--- config.mk ---
export PLATFORM = sky130hd
export DESIGN_NAME = vga_sync_gen
export DESIGN_NICKNAME = d
export VERILOG_FILES = /design/src/rtl/vga_sync_gen.sv
export SDC_FILE = /design/constraint.sdc
export NUM_CORES = 1
export LEC_CHECK = 0
export ABC_AREA = 1
export BUFFER_PORTS_ARGS = -buffer_cell sky130_fd_sc_hd__buf_2
export CAP_MARGIN = 5
export CORE_ASPECT_RATIO = 1.2
export CORE_MARGIN = 2
export CORE_UTILIZATION = 25
export DETAILED_ROUTE_END_ITERATION = 6
export SYNTH_ARGS = -nofsm -noshare
export SYNTH_HDL_FRONTEND = slang
export SYNTH_SLANG_ARGS = --single-unit
export TNS_END_PERCENT = 5
--- constraint.sdc ---
create_clock -name clk -period 1.6 [get_ports clk]
set_input_delay 0.16 -clock clk [delete_from_list [all_inputs] [get_ports clk]]
set_output_delay 0.16 -clock clk [all_outputs]
set_load 0.02 [all_outputs]
--- src/rtl/vga_sync_gen.sv ---
//------------------------------------------------------------------------------
// Module      : vga_sync_gen
// Description : Vertical line counter and registered sync/pixel stage of the
//               VGA path, with lock tracking and upstream line-timing checks.
// Revision    : 1.0 - initial release
//------------------------------------------------------------------------------
`default_nettype none

module vga_sync_gen #(
  parameter int   H_VISIBLE   = 640,
  parameter int   H_FRONT     = 16,
  parameter int   H_SYNC      = 96,
  parameter int   H_BACK      = 48,
  parameter int   V_VISIBLE   = 480,
  parameter int   V_FRONT     = 10,
  parameter int   V_SYNC      = 2,
  parameter int   V_BACK      = 33,
  parameter logic SYNC_ACTIVE = 1'b0
) (
  input  logic       clk,
  input  logic       rst_n,
  input  logic [9:0] h_count,
  input  logic       trig_v,
  output logic [9:0] v_count,
  output logic       hsync,
  output logic       vsync,
  output logic       video_on,
  output logic [9:0] pixel_x,
  output logic [9:0] pixel_y,
  output logic       frame_tick,
  output logic       locked,
  output logic       sync_err
);

  localparam logic [9:0] c_H_VIS      = 10'(H_VISIBLE);
  localparam logic [9:0] c_H_TOTAL    = 10'(H_VISIBLE + H_FRONT + H_SYNC + H_BACK);
  localparam logic [9:0] c_HS_START   = 10'(H_VISIBLE + H_FRONT);
  localparam logic [9:0] c_HS_END     = 10'(H_VISIBLE + H_FRONT + H_SYNC);
  localparam logic [9:0] c_V_VIS      = 10'(V_VISIBLE);
  localparam logic [9:0] c_V_LAST     = 10'(V_VISIBLE + V_FRONT + V_SYNC + V_BACK - 1);
  localparam logic [9:0] c_VS_START   = 10'(V_VISIBLE + V_FRONT);
  localparam logic [9:0] c_VS_END     = 10'(V_VISIBLE + V_FRONT + V_SYNC);

  logic       w_update;
  logic [9:0] w_v_eff;
  logic       w_video_next;
  logic       w_hsync_next;
  logic       w_vsync_next;
  logic       w_frame_next;
  logic       w_err_next;

  // Nothing moves until the first line start; the lock edge itself counts.
  assign w_update = locked | trig_v;

  // The lock edge pins the line to 0 instead of advancing.
  always_comb begin
    w_v_eff = v_count;
    if (!locked) begin
      w_v_eff = '0;
    end else if (trig_v) begin
      w_v_eff = (v_count == c_V_LAST) ? '0 : v_count + 10'd1;
    end
  end

  always_comb begin
    w_video_next = (h_count < c_H_VIS) && (w_v_eff < c_V_VIS);
    w_hsync_next = ((h_count >= c_HS_START) && (h_count < c_HS_END)) ? SYNC_ACTIVE : ~SYNC_ACTIVE;
    w_vsync_next = ((w_v_eff >= c_VS_START) && (w_v_eff < c_VS_END)) ? SYNC_ACTIVE : ~SYNC_ACTIVE;
    w_frame_next = trig_v && (w_v_eff == '0);
    w_err_next   = (trig_v && (h_count != '0))
                 || (h_count >= c_H_TOTAL)
                 || (locked && (h_count == '0) && !trig_v);
  end

  always_ff @(posedge clk or negedge rst_n) begin
    if (!rst_n) begin
      locked   <= 1'b0;
      v_count  <= '0;
      sync_err <= 1'b0;
    end else if (w_update) begin
      locked   <= 1'b1;
      v_count  <= w_v_eff;
      sync_err <= sync_err | w_err_next;
    end
  end

  always_ff @(posedge clk or negedge rst_n) begin
    if (!rst_n) begin
      video_on   <= 1'b0;
      pixel_x    <= '0;
      pixel_y    <= '0;
      hsync      <= ~SYNC_ACTIVE;
      vsync      <= ~SYNC_ACTIVE;
      frame_tick <= 1'b0;
    end else if (w_update) begin
      video_on   <= w_video_next;
      pixel_x    <= w_video_next ? h_count : '0;
      pixel_y    <= w_video_next ? w_v_eff : '0;
      hsync      <= w_hsync_next;
      vsync      <= w_vsync_next;
      frame_tick <= w_frame_next;
    end
  end

endmodule

`default_nettype wire

# Word-level counts from Yosys, hierarchy flattened
# Index checks and enable logic that the tools add are counted.
# classes
n_addsub,1
magnitude_cmp,7
eq_ne,1
muxes,7
n_bitwise,2
n_reduce_logical,13
# op_table
cell,n
$mux W10,5
$ge A10 B10 Y1 const B,2
$logic_not A10 Y1,2
$lt A10 B10 Y1 const B,2
$lt A10 B9 Y1 const B,2
$add A10 B1 Y10 const B,1
$eq A10 B10 Y1 const B,1
$ge A10 B9 Y1 const B,1
$reduce_bool A10 Y1,1
$logic_and A1 B1 Y1,7
$logic_or A1 B1 Y1,2
$mux W1,2
$or A1 B1 Y1,2
$logic_not A1 Y1,1
# word_totals
reg_bits,36
in_bits,13
out_inout_bits,36
elab_cells,40

# Depth between registers and ports, before layout
# Gate-level depths: netlist of the first run.
# depth
ltp_word,7
ltp_mapped,12

# Least setup slack after synthesis of the first run
# No wires, ideal clock.
# synth_path
kind,reg2reg
from,reg v_count[0]
to,reg pixel_x[0]
arrival_ns,1.568
path_slack_ns,-0.086
path_stages_with_launch,10
synth_period_minus_slack_ns,1.686
path_cell_list,dfrtp_1 ha_1 nand3_2 o21ai_2 nand2_1 nor2_2 nand3_2 buf_6 nand4_1 nand2_1
# synth_between
elab_chain_len,7
word_cells_on_any_way,8
classes_between,add/sub (1); order compare (1); eq/ne (1); mux (4); reduce/logical (1)
# synth_lines
item,line,rtl
"start, declared",24,"output logic [9:0] v_count,"
"start signal, assigned",82,v_count <= w_v_eff;
$add A10 B1 Y10 / $eq A10 B10 Y1 (equally long branches),61,w_v_eff = (v_count == c_V_LAST) ? '0 : v_count + 10'd1;
$mux W10,61,
$mux W10 *,60,end else if (trig_v) begin
$mux W10 *,58,if (!locked) begin
$lt A10 B9 Y1 *,66,w_video_next = (h_count < c_H_VIS) && (w_v_eff < c_V_VIS);
$logic_and A1 B1 Y1 *,66,
$mux W10 *,97,pixel_x <= w_video_next ? h_count : '0;
"end signal, assigned",97,
"end, declared",28,"output logic [9:0] pixel_x,"
# Mark *: on every way between the ends. The rest lies on a longest branch, timed or not.
# A chain may end at the register's enable or synchronous reset.

# Worst setup path in the final report of the first run
# layout_path
from,reg v_count[1]
to,reg pixel_x[3]
# The elaborated chain is that of the path after synthesis.

==> results of run 1 <==
==> area by class of cell <==
type | count | share of cell area [%]
Sequential cell | 36 | 32.9
Multi-Input combinational cell | 173 | 36.8
Clock buffer | 7 | 3.11
Tap cell | 92 | 4.15
Inverter | 25 | 3.38
Timing Repair Buffer | 81 | 19.5
Clock inverter | 1 | 0.270
==> synth_stat cells, drive strengths merged <==
cell type  number
a21oi           1
buf             6
clkbuf          2
dfrtp          34
dfstp           2
ha              2
inv            25
nand2          74
nand3          22
nand4          14
nor2           28
nor3            2
o211ai          1
o21ai          19
o21bai          1
o22a            1
o22ai           1
or2             3
xor2            3
==> final timing paths <==
kind	start	end	slack (ns)	depth (start not counted)
worst max-delay path	v_count[1]	pixel_x[3]	-0.1	11
worst min-delay path	h_count[0]	pixel_x[0]	0.14	3
worst max register to register	v_count[1]	pixel_x[3]	-0.1	11
worst min register to register	pixel_x[0]	pixel_x[0]	0.47	2
max in group asynchronous	rst_n	hsync	0.98	3
min in group asynchronous	rst_n	v_count[0]	0.37	3
==> metal layers <==
layer / vias to the layer above / part of all wire, % / global-route usage [%]
met2: 46 / 49 / 21.8
li1: 946 / - / -
met4: 0 / 0.54 / 3.05
met5: - / 0 / 0
met1: 896 / 45 / 16.8
met3: 5 / 5.0 / 3.19
==> report_power, final <==
group          total (mW)  internal, mW  switching, mW  leakage (nW)
logic                1.81         0.767           1.04         0.930
clock network       0.675         0.350          0.325        0.0445
registers            1.34          1.11          0.230         0.443
total                3.83          2.23           1.60          1.42
==> sequential cells by signal, summed over array words and instances, names as in the netlist <==
signal      cells
frame_tick      1
sync_err        1
v_count        10
pixel_y        10
locked          1
vsync           1
pixel_x        10
hsync           1
video_on        1
==> through the flow <==
| stage | hold slack, ns | cell area (um^2) | power (mW) | TNS, ns | utilization (%) |
|---|---|---|---|---|---|
| 6_report | 0.139 | 2780 | 3.83 | -1.34 | 36.4 |
| 5_1_grt | 0.140 | 2780 | 4.11 | -3.37 | 36.4 |
| 4_1_cts | 0.131 | 2610 | 3.71 | -0.323 | 34.3 |
| 3_5_place_dp | 0.142 | 2490 | 2.97 | -0.982 | 32.7 |
| 3_3_place_gp | 0.144 | 2490 | 2.96 | -0.669 | 32.7 |
| 2_1_floorplan | -0.136 | 1970 | 2.22 | 0 | - |
==> tightest hold or removal path, delay by kind of cell <==
kind / cells / cell delay [ns]
buffers and inverters: 1 / 0.10
and+or+nand+nor: 2 / 0.13
==> cells by family after synthesis <==
| family | count (synthesis) | synth area share [%] |
|---|---|---|
| compound gates | 24 | 8.77 |
| xor+xnor | 3 | 1.34 |
| fa+ha+maj | 2 | 1.28 |
| buf+inv | 33 | 7.68 |
| flops | 36 | 46.2 |
| simple gates | 143 | 34.7 |
==> timing repair <==
item                                   4_1_cts  5_1_grt
setup endpoints to repair                   20       26
pin swaps                                    3       24
hold buffers                                 1        0
endpoints found under the hold margin       34        0
buffers inserted                             1        4
resized for setup                            4       28
cloned                                       0        2
==> placed cells by master, fill, tap and decap left out, types with 3 or more instances in the layout <==
master / instances
or2_2: 3
buf_4: 27
nand2_4: 4
xor2_1: 3
nand4_1: 13
clkbuf_8: 6
buf_2: 48
nor2_1: 17
nor2_2: 6
dfrtp_2: 7
inv_2: 4
nor2_4: 5
nand2_2: 5
o21ai_2: 11
nand2_1: 66
nand3_2: 5
dfrtp_1: 27
nand3_1: 15
inv_1: 21
o21ai_0: 8
==> results.toml, run 1 <==
[finish]
n_antenna_cell = 0
stdcell_count = 415
multi_input_area_um2 = 1020
drive_gt1_share_pct = 44.6
fin_nets = 337
syn_to_final_growth_pct = 42.1
fillCellCount = 829
seq_area_um2 = 912

[die]
coreArea_um2 = 7620
initial_utilization_pct = 25.6
placementRows = 35
die_w_um = 84.7
die_area_um2 = 8540
die_y_um = 101
pin_count = 49

[synth]
yosysTopAreaCell = "dfrtp_1"
synth_nets = 256
synth_cell_types = 27
yosysWarnings = 0
synth_area_leaders = "dfrtp_1 44%, nand2_1 13%, o21ai_2 4.9%, nand3_1 4.9%, inv_1 4.8%"
synth-seq-cells = 36
yosysTopAreaCellShare_pct = 43.5
seq_area_frac_synth_pct = 46.2
synthCells = 241
syn_area_per_cell_um2 = 8.11
synth_area_um2 = 1950

[sta]
fin_worst_skew_ns = 0.00370
slew_headroom_pct = 79.0
setup-violations-final = 21
fin_crit_sh_pct = 106
fin_ws_ns = -0.0988
rsz0062_at_grt = "true"
finalMaxSlewViolations = 0
worst_pin_slew_ns = 0.314
hold_violations = 0
fin_crit_ns = 1.70
max_freq_mhz = 589

[drt]
wl_per_cell_um = 13.3
drc = 0
vias = 1893
wl_um = 5510
first_pass_iters = 4
initialDrtViolationCount = 93
antenna_left = 0
drt-vias-per-instance = 4.56

[clock_network]
numCtsBuffers = 5
clock-root-buffer = "clkbuf_8"
path_clk_slew_ns = 0.07
cts_tree = "built"
clock_latency_ns = 0.28
clock_sinks = 36
cts_buffer_depth = 2
cts.htree.levels = 2

[power]
p_per_area_nw_per_um2 = 1380
ir_worst_vdd_uv = 760
power_leakage_nw = 1.42

[global_route]
antenna_found_initial = 0
grt_max_degree = 37
grt_use_total_pct = 13.0
grt_pass1_wl_um = 8890
overflow = 0
grt_pass1_vias = 1836

[setup_path]
crit_family = "simple AND/OR/NAND/NOR gates"
cp_max_fo = 6
path_cells = "inv_2 > ha_4 > nand2_4 > nor2_4 > nand4_4 > nand2_4 > nor2_4 > nor2_4 > buf_6 > nand4_1 > nand2_1"
worst_ep_required_time_ns = 1.83
path_buf_inv = 2
crit_arrival_ns = 1.93
crit_type = "flop to flop"
cpMostUsedCell = "nor2_4"
crit_path_top_delay_cell = "dfrtp_2"
end_kind = "flop"
max_stage_delay_ns = 0.45
start_kind = "flop"

[run]
maxCapViolations = 0

[outcome]
status = "finished, violations left"
violations = "negative setup slack"

[placement]
dp.cells = 399
dp.final_hpwl_um = 3980
post-place-ws_ns = -0.0754
place_congestion = 0.848
portBuffers = 48

[hold_path]
hold_class = "input pin to flop"
No activity file was read; power rests on OpenSTA's default activity.
==> run 2: changes to the inputs <==
--- a/config.mk
+++ b/config.mk
@@ -12,4 +12,5 @@
 export CORE_MARGIN = 2
 export CORE_UTILIZATION = 25
+export CTS_CLUSTER_DIAMETER = 80
 export DETAILED_ROUTE_END_ITERATION = 6
 export SYNTH_ARGS = -nofsm -noshare
==> constraint.sdc (replaced) <==
create_clock -name clk -period 1.6 [get_ports clk]
set_input_delay 0.08 -clock clk [delete_from_list [all_inputs] [get_ports clk]]
set_output_delay 0.08 -clock clk [all_outputs]
set_load 0.02 [all_outputs]
==> run 2 against run 1 <==
Net effect:
- the flow still finishes with violations (negative setup slack)
- register-to-register slack improved by 0.03 ns
- critical path type unchanged
- worst hold slack got worse by 0.079 ns
- routed wire length barely moved
- highest routed layer unchanged
- largest power group unchanged
==> results.toml, run 2 (synthesis results as in run 1) <==
[sta]
slew_headroom_pct = 71.6
setup-violations-final = 21
finalMaxSlewViolations = 0
fin_crit_ns = 1.67
worst_pin_slew_ns = 0.426
hold_violations = 0
holdWs_ns = 0.0593
max_freq_mhz = 599
fin_worst_skew_ns = 0.00945
fin_ws_ns = -0.0706
rsz0062_at_grt = "true"
fin_crit_sh_pct = 104

[power]
p_clk_share_pct = 21.6
p_seq_share_pct = 33.3
swShare_pct = 39.9
power.internal_mw = 2.44
ir_worst_vdd_uv = 804
power.total_mw = 4.06
power.switching_mw = 1.62
combPwrFrac_pct = 45.1
power_leakage_nw = 1.43
p_per_area_nw_per_um2 = 1450

[global_route]
overflow = 0
gr-usage-met3_pct = 2.95
grt_pass1_wl_um = 8960
grt_util_met1_pct = 15.9
busiest_layer = "met2"
antenna_found_initial = 0
grt_max_degree = 26
met2_usage_pct = 23.3
grt_pass1_vias = 1836
grt_use_total_pct = 13.2

[placement]
post-place-ws_ns = -0.0923
place_congestion = 0.846
dp.final_hpwl_um = 4080
dpl_cell_area_um2 = 2490
portBuffers = 48

[die]
coreArea_um2 = 7620
pin_count = 49
die_y_um = 101
placementRows = 35
initial_utilization_pct = 25.6
die_area_um2 = 8540
die_w_um = 84.7

[hold_path]
hold_class = "input pin to flop"
hold_depth = 3
hold_end = "pixel_x[1]"
worstHoldStart = "h_count[1]"

[clock_network]
numCtsBuffers = 5
clock-root-buffer = "clkbuf_8"
cts.htree.levels = 2
path_clk_slew_ns = 0.08
clock_sinks = 36
cts_buffer_depth = 2
clock_latency_ns = 0.29
cts_tree = "built"

[run]
maxCapViolations = 0

[setup_path]
r2r_start = "v_count[1]"
r2r_end = "pixel_x[3]"
crit_type = "flop to flop"
end_kind = "flop"
r2r_setup_slack_ns = -0.07
r2r_cells = 10
start_kind = "flop"
cp_max_fo = 5
crit_arrival_ns = 1.85
cp-startpoint = "v_count[1]"
worst_ep_required_time_ns = 1.78

[drt]
drt-vias-per-instance = 4.51
first_pass_iters = 4
wl_per_cell_um = 13.4
wl_um = 5520
antenna_left = 0
drc = 0
vias = 1854
initialDrtViolationCount = 102

[finish]
n_antenna_cell = 0
drive_gt1_share_pct = 44.5
reg_top3 = "pixel_x x10, pixel_y x10, v_count x10"
fin_nets = 333
fin_util_pct = 36.7
layout_commonest_cell = "nand2_1"
syn_to_final_growth_pct = 43.0
design_area_um2 = 2800
final_cell_mix = "64 x nand2_1, 48 x buf_2, 27 x dfrtp_1, 23 x buf_4, 21 x inv_1"

[outcome]
status = "finished, violations left"
violations = "negative setup slack"
==> run 2: repair_timing <==
item / CTS / global route
gates resized for setup: 10 / 23
hold buffers: 1 / 0
pin swaps: 3 / 17
buffers inserted: 0 / 4
endpoints found under the setup margin: 22 / 25
endpoints found under the hold margin: 16 / 0
gates cloned: 0 / 1
==> run 2: cell type report <==
class                           count  area (um^2)
Inverter                           25         93.8
Multi-Input combinational cell    172         1020
Clock inverter                      1         30.0
Clock buffer                        7         96.3
Timing Repair Buffer               78          531
Sequential cell                    36          912
Tap cell                           92          115
Fill cell                         818         4820
==> run 2: power by group through the flow <==
stage | Sequential (mW) | Combinational (mW) | Clock, mW
6_report | 1.35 | 1.83 | 0.877
5_1_grt | 1.38 | 2.00 | 0.943
4_1_cts | 1.33 | 1.71 | 0.903
3_5_place_dp | 1.33 | 1.65 | 0
3_3_place_gp | 1.32 | 1.64 | 0
2_1_floorplan | 1.55 | 0.675 | 0
==> run 2: critical path, stage by stage, from the launching register on <==
cell and delay [ns]:
dfrtp_2 0.46, ha_4 0.19, nand3_4 0.11, nor2_2 0.06
nand2_1 0.09, nand2_2 0.08, nor2_4 0.14, nand3_4 0.13
clkbuf_16 0.18, nand4_1 0.08, nand2_1 0.05
==> run 2: metal layers <==
layer	wire [um]	share of wire, %
met5	0	0
met1	2360	43
met4	47	0.85
met2	2860	52
met3	260	4.7
==> run 2: how the worst max path moves through the flow <==
stage	endpoint	slack, ns
3_5_place_dp	pixel_x[4]	-0.09
4_1_cts	pixel_x[0]	-0.06
3_3_place_gp	pixel_x[4]	-0.07
6_report	pixel_x[3]	-0.07
5_1_grt	pixel_x[7]	-0.18
2_1_floorplan	pixel_x[0]	0.01
==> run 2: stage by stage <==
step	TNS (ns)	std cells
after floorplan	0	241
after global placement	-0.906	397
after detailed placement	-1.41	397
after CTS	-0.920	406
after global routing	-3.24	411
final	-1.20	411
==> run 3: changes to the inputs <==
Settings changed: CORE_ASPECT_RATIO 1.2 to not set, PLACE_DENSITY set to 0.47.
Clock period 1.6 ns to 1.5 ns, I/O delays scaled along.
==> run 3 against run 2 <==
Net effect:
- the flow still finishes with violations (negative setup slack)
- die area is essentially flat
- count of clock-buffer cells in the layout is the same
- clock skew shrank 0.0011 ns
- total power grew 8.3%
- register-to-register slack lost 0.13 ns
- critical path depth grew 1
- first-iteration DRC count shrank 13%
- global-route usage grew 1.3 points
- largest power group unchanged
- core utilization grew 0.98 points
- via count grew 5.9%
- routed wire length grew 5.1%
==> results.toml, run 3 (synthesis results as in run 1) <==
[power]
p_clk_share_pct = 17.2
combPwrFrac_pct = 50.7
power.internal_mw = 2.58
p_seq_share_pct = 32.1
power.switching_mw = 1.82
swShare_pct = 41.4
power_leakage_nw = 1.49
p_per_area_nw_per_um2 = 1530
ir_worst_vdd_uv = 477

[drt]
vias = 1964
initialDrtViolationCount = 89
first_pass_iters = 4
antenna_left = 0
drt-vias-per-instance = 4.46
wl_um = 5800
wl_per_cell_um = 13.2
drc = 0

[placement]
place_congestion = 0.806
dp.final_hpwl_um = 4310
post-place-ws_ns = -0.178
portBuffers = 48

[sta]
finalMaxSlewViolations = 0
fin_worst_skew_ns = 0.00832
fin_crit_sh_pct = 113
worst_pin_slew_ns = 0.442
fin_ws_ns = -0.199
holdWs_ns = 0.0437
fin_crit_ns = 1.70
setup-violations-final = 25
rsz0062_at_grt = "true"
hold_violations = 0
max_freq_mhz = 588
slew_headroom_pct = 70.6

[clock_network]
numCtsBuffers = 5
cts_buffer_depth = 2
clock_latency_ns = 0.30
clock_sinks = 36
clock-root-buffer = "clkbuf_8"
cts.htree.levels = 2
path_clk_slew_ns = 0.08
cts_tree = "built"

[setup_path]
end_kind = "flop"
cpMostUsedCell = "nor2_4"
worst_ep_required_time_ns = 1.73
path_depth = 11
path_buf_inv = 2
crit_arrival_ns = 1.93
crit_type = "flop to flop"
start_kind = "flop"
r2r_cells = 11
max_stage_delay_ns = 0.46
r2r_setup_slack_ns = -0.20
crit_path_top_delay_cell = "dfrtp_2"
crit_family = "simple AND/OR/NAND/NOR gates"
path_cells = "inv_2 > ha_4 > nand2_4 > nor2_4 > nand4_4 > nand2_4 > nor2_4 > nor2_4 > buf_6 > nand4_1 > nand2_1"
cp_max_fo = 5

[finish]
n_antenna_cell = 0
reg_top3 = "pixel_x x10, pixel_y x10, v_count x10"
fin_nets = 352
drive_gt1_share_pct = 44.7
syn_to_final_growth_pct = 47.4
layout_commonest_cell = "nand2_1"
final_cell_mix = "68 x nand2_1, 48 x buf_2, 44 x buf_4, 30 x dfrtp_1, 22 x inv_1"

[hold_path]
hold_depth = 3
hold_class = "input pin to flop"

[global_route]
grt_max_degree = 26
antenna_found_initial = 0
grt_pass1_vias = 1997
grt_pass1_wl_um = 9690
grt_use_total_pct = 14.5
overflow = 0

[run]
maxCapViolations = 0

[outcome]
status = "finished, violations left"
violations = "negative setup slack"

[die]
coreArea_um2 = 7650
pin_count = 49
initial_utilization_pct = 25.6
die_area_um2 = 8540
die_w_um = 92.4
placementRows = 32
die_y_um = 92.4
run 3: cell count changes in the layout (fill, tap and decap cells not counted), sizes merged:
| cell | before | now |
|---|---|---|
| buf | 76 | 96 |
| bufinv | 1 | 0 |
| clkbuf | 8 | 7 |
| clkinvlp | 0 | 1 |
run 3: routing by layer:
metal | part of all wire (%) | routed length [um] | GRT usage [%] | vias to the layer above
li1 | - | - | - | 970
met1 | 46 | 2670 | 18.5 | 928
met2 | 47 | 2730 | 24.3 | 58
met3 | 5.2 | 303 | 3.17 | 8
met4 | 1.6 | 95 | 4.60 | 0
met5 | 0 | 0 | 0 | -
run 3: repair_timing:
item / in CTS / in global routing
setup endpoints to repair: 25 / 31
resized for setup: 5 / 16
hold endpoints to repair: 15 / 0
pin swaps: 3 / 10
buffers inserted: 1 / 3
hold buffers: 1 / 0
run 3: worst paths after layout:
path	start	endpoint
max in group asynchronous	rst_n	vsync
max reg2reg	v_count[0]	pixel_x[4]
min in group asynchronous	rst_n	pixel_x[3]
max	v_count[0]	pixel_x[4]
min reg2reg	pixel_y[7]	pixel_y[7]
min	h_count[1]	pixel_x[1]
run 3: worst reg2reg max path, delay by kind of cell (launching register included):
| kind | cells | cell delay [ns] |
|---|---|---|
| buf+inv | 2 | 0.24 |
| simple gates | 8 | 0.80 |
| flops | 1 | 0.46 |
| fa+ha+maj | 1 | 0.13 |
run 3: final cells by class:
class	count	area, um^2
fillers	801	4770
clock inverters	1	7.51
inverters	25	93.8
multi-input cells	172	1010
repair buffers	97	643
well taps	102	128
clock buffers	7	86.3
flip-flops and latches	36	908
run 3: power by group through the flow:
| stage | Clock (mW) | Sequential [mW] | Combinational [mW] |
|---|---|---|---|
| 2_1_floorplan | 0 | 1.67 | 0.734 |
| 3_3_place_gp | 0 | 1.42 | 2.04 |
| 3_5_place_dp | 0 | 1.42 | 2.05 |
| 4_1_cts | 0.777 | 1.40 | 2.10 |
| 5_1_grt | 0.811 | 1.44 | 2.46 |
| 6_report | 0.754 | 1.41 | 2.23 |
run 3: per-stage QoR:
stage	util, %	instance area (um^2)	cells	setup TNS (ns)	total power, mW
6_report	37.7	2880	440	-3.72	4.40
2_1_floorplan	-	1980	241	-1.23	2.40
5_1_grt	37.7	2880	440	-6.42	4.70
3_3_place_gp	34.6	2650	427	-2.99	3.46
3_5_place_dp	34.6	2650	427	-3.44	3.47
4_1_cts	36.4	2780	437	-3.48	4.28
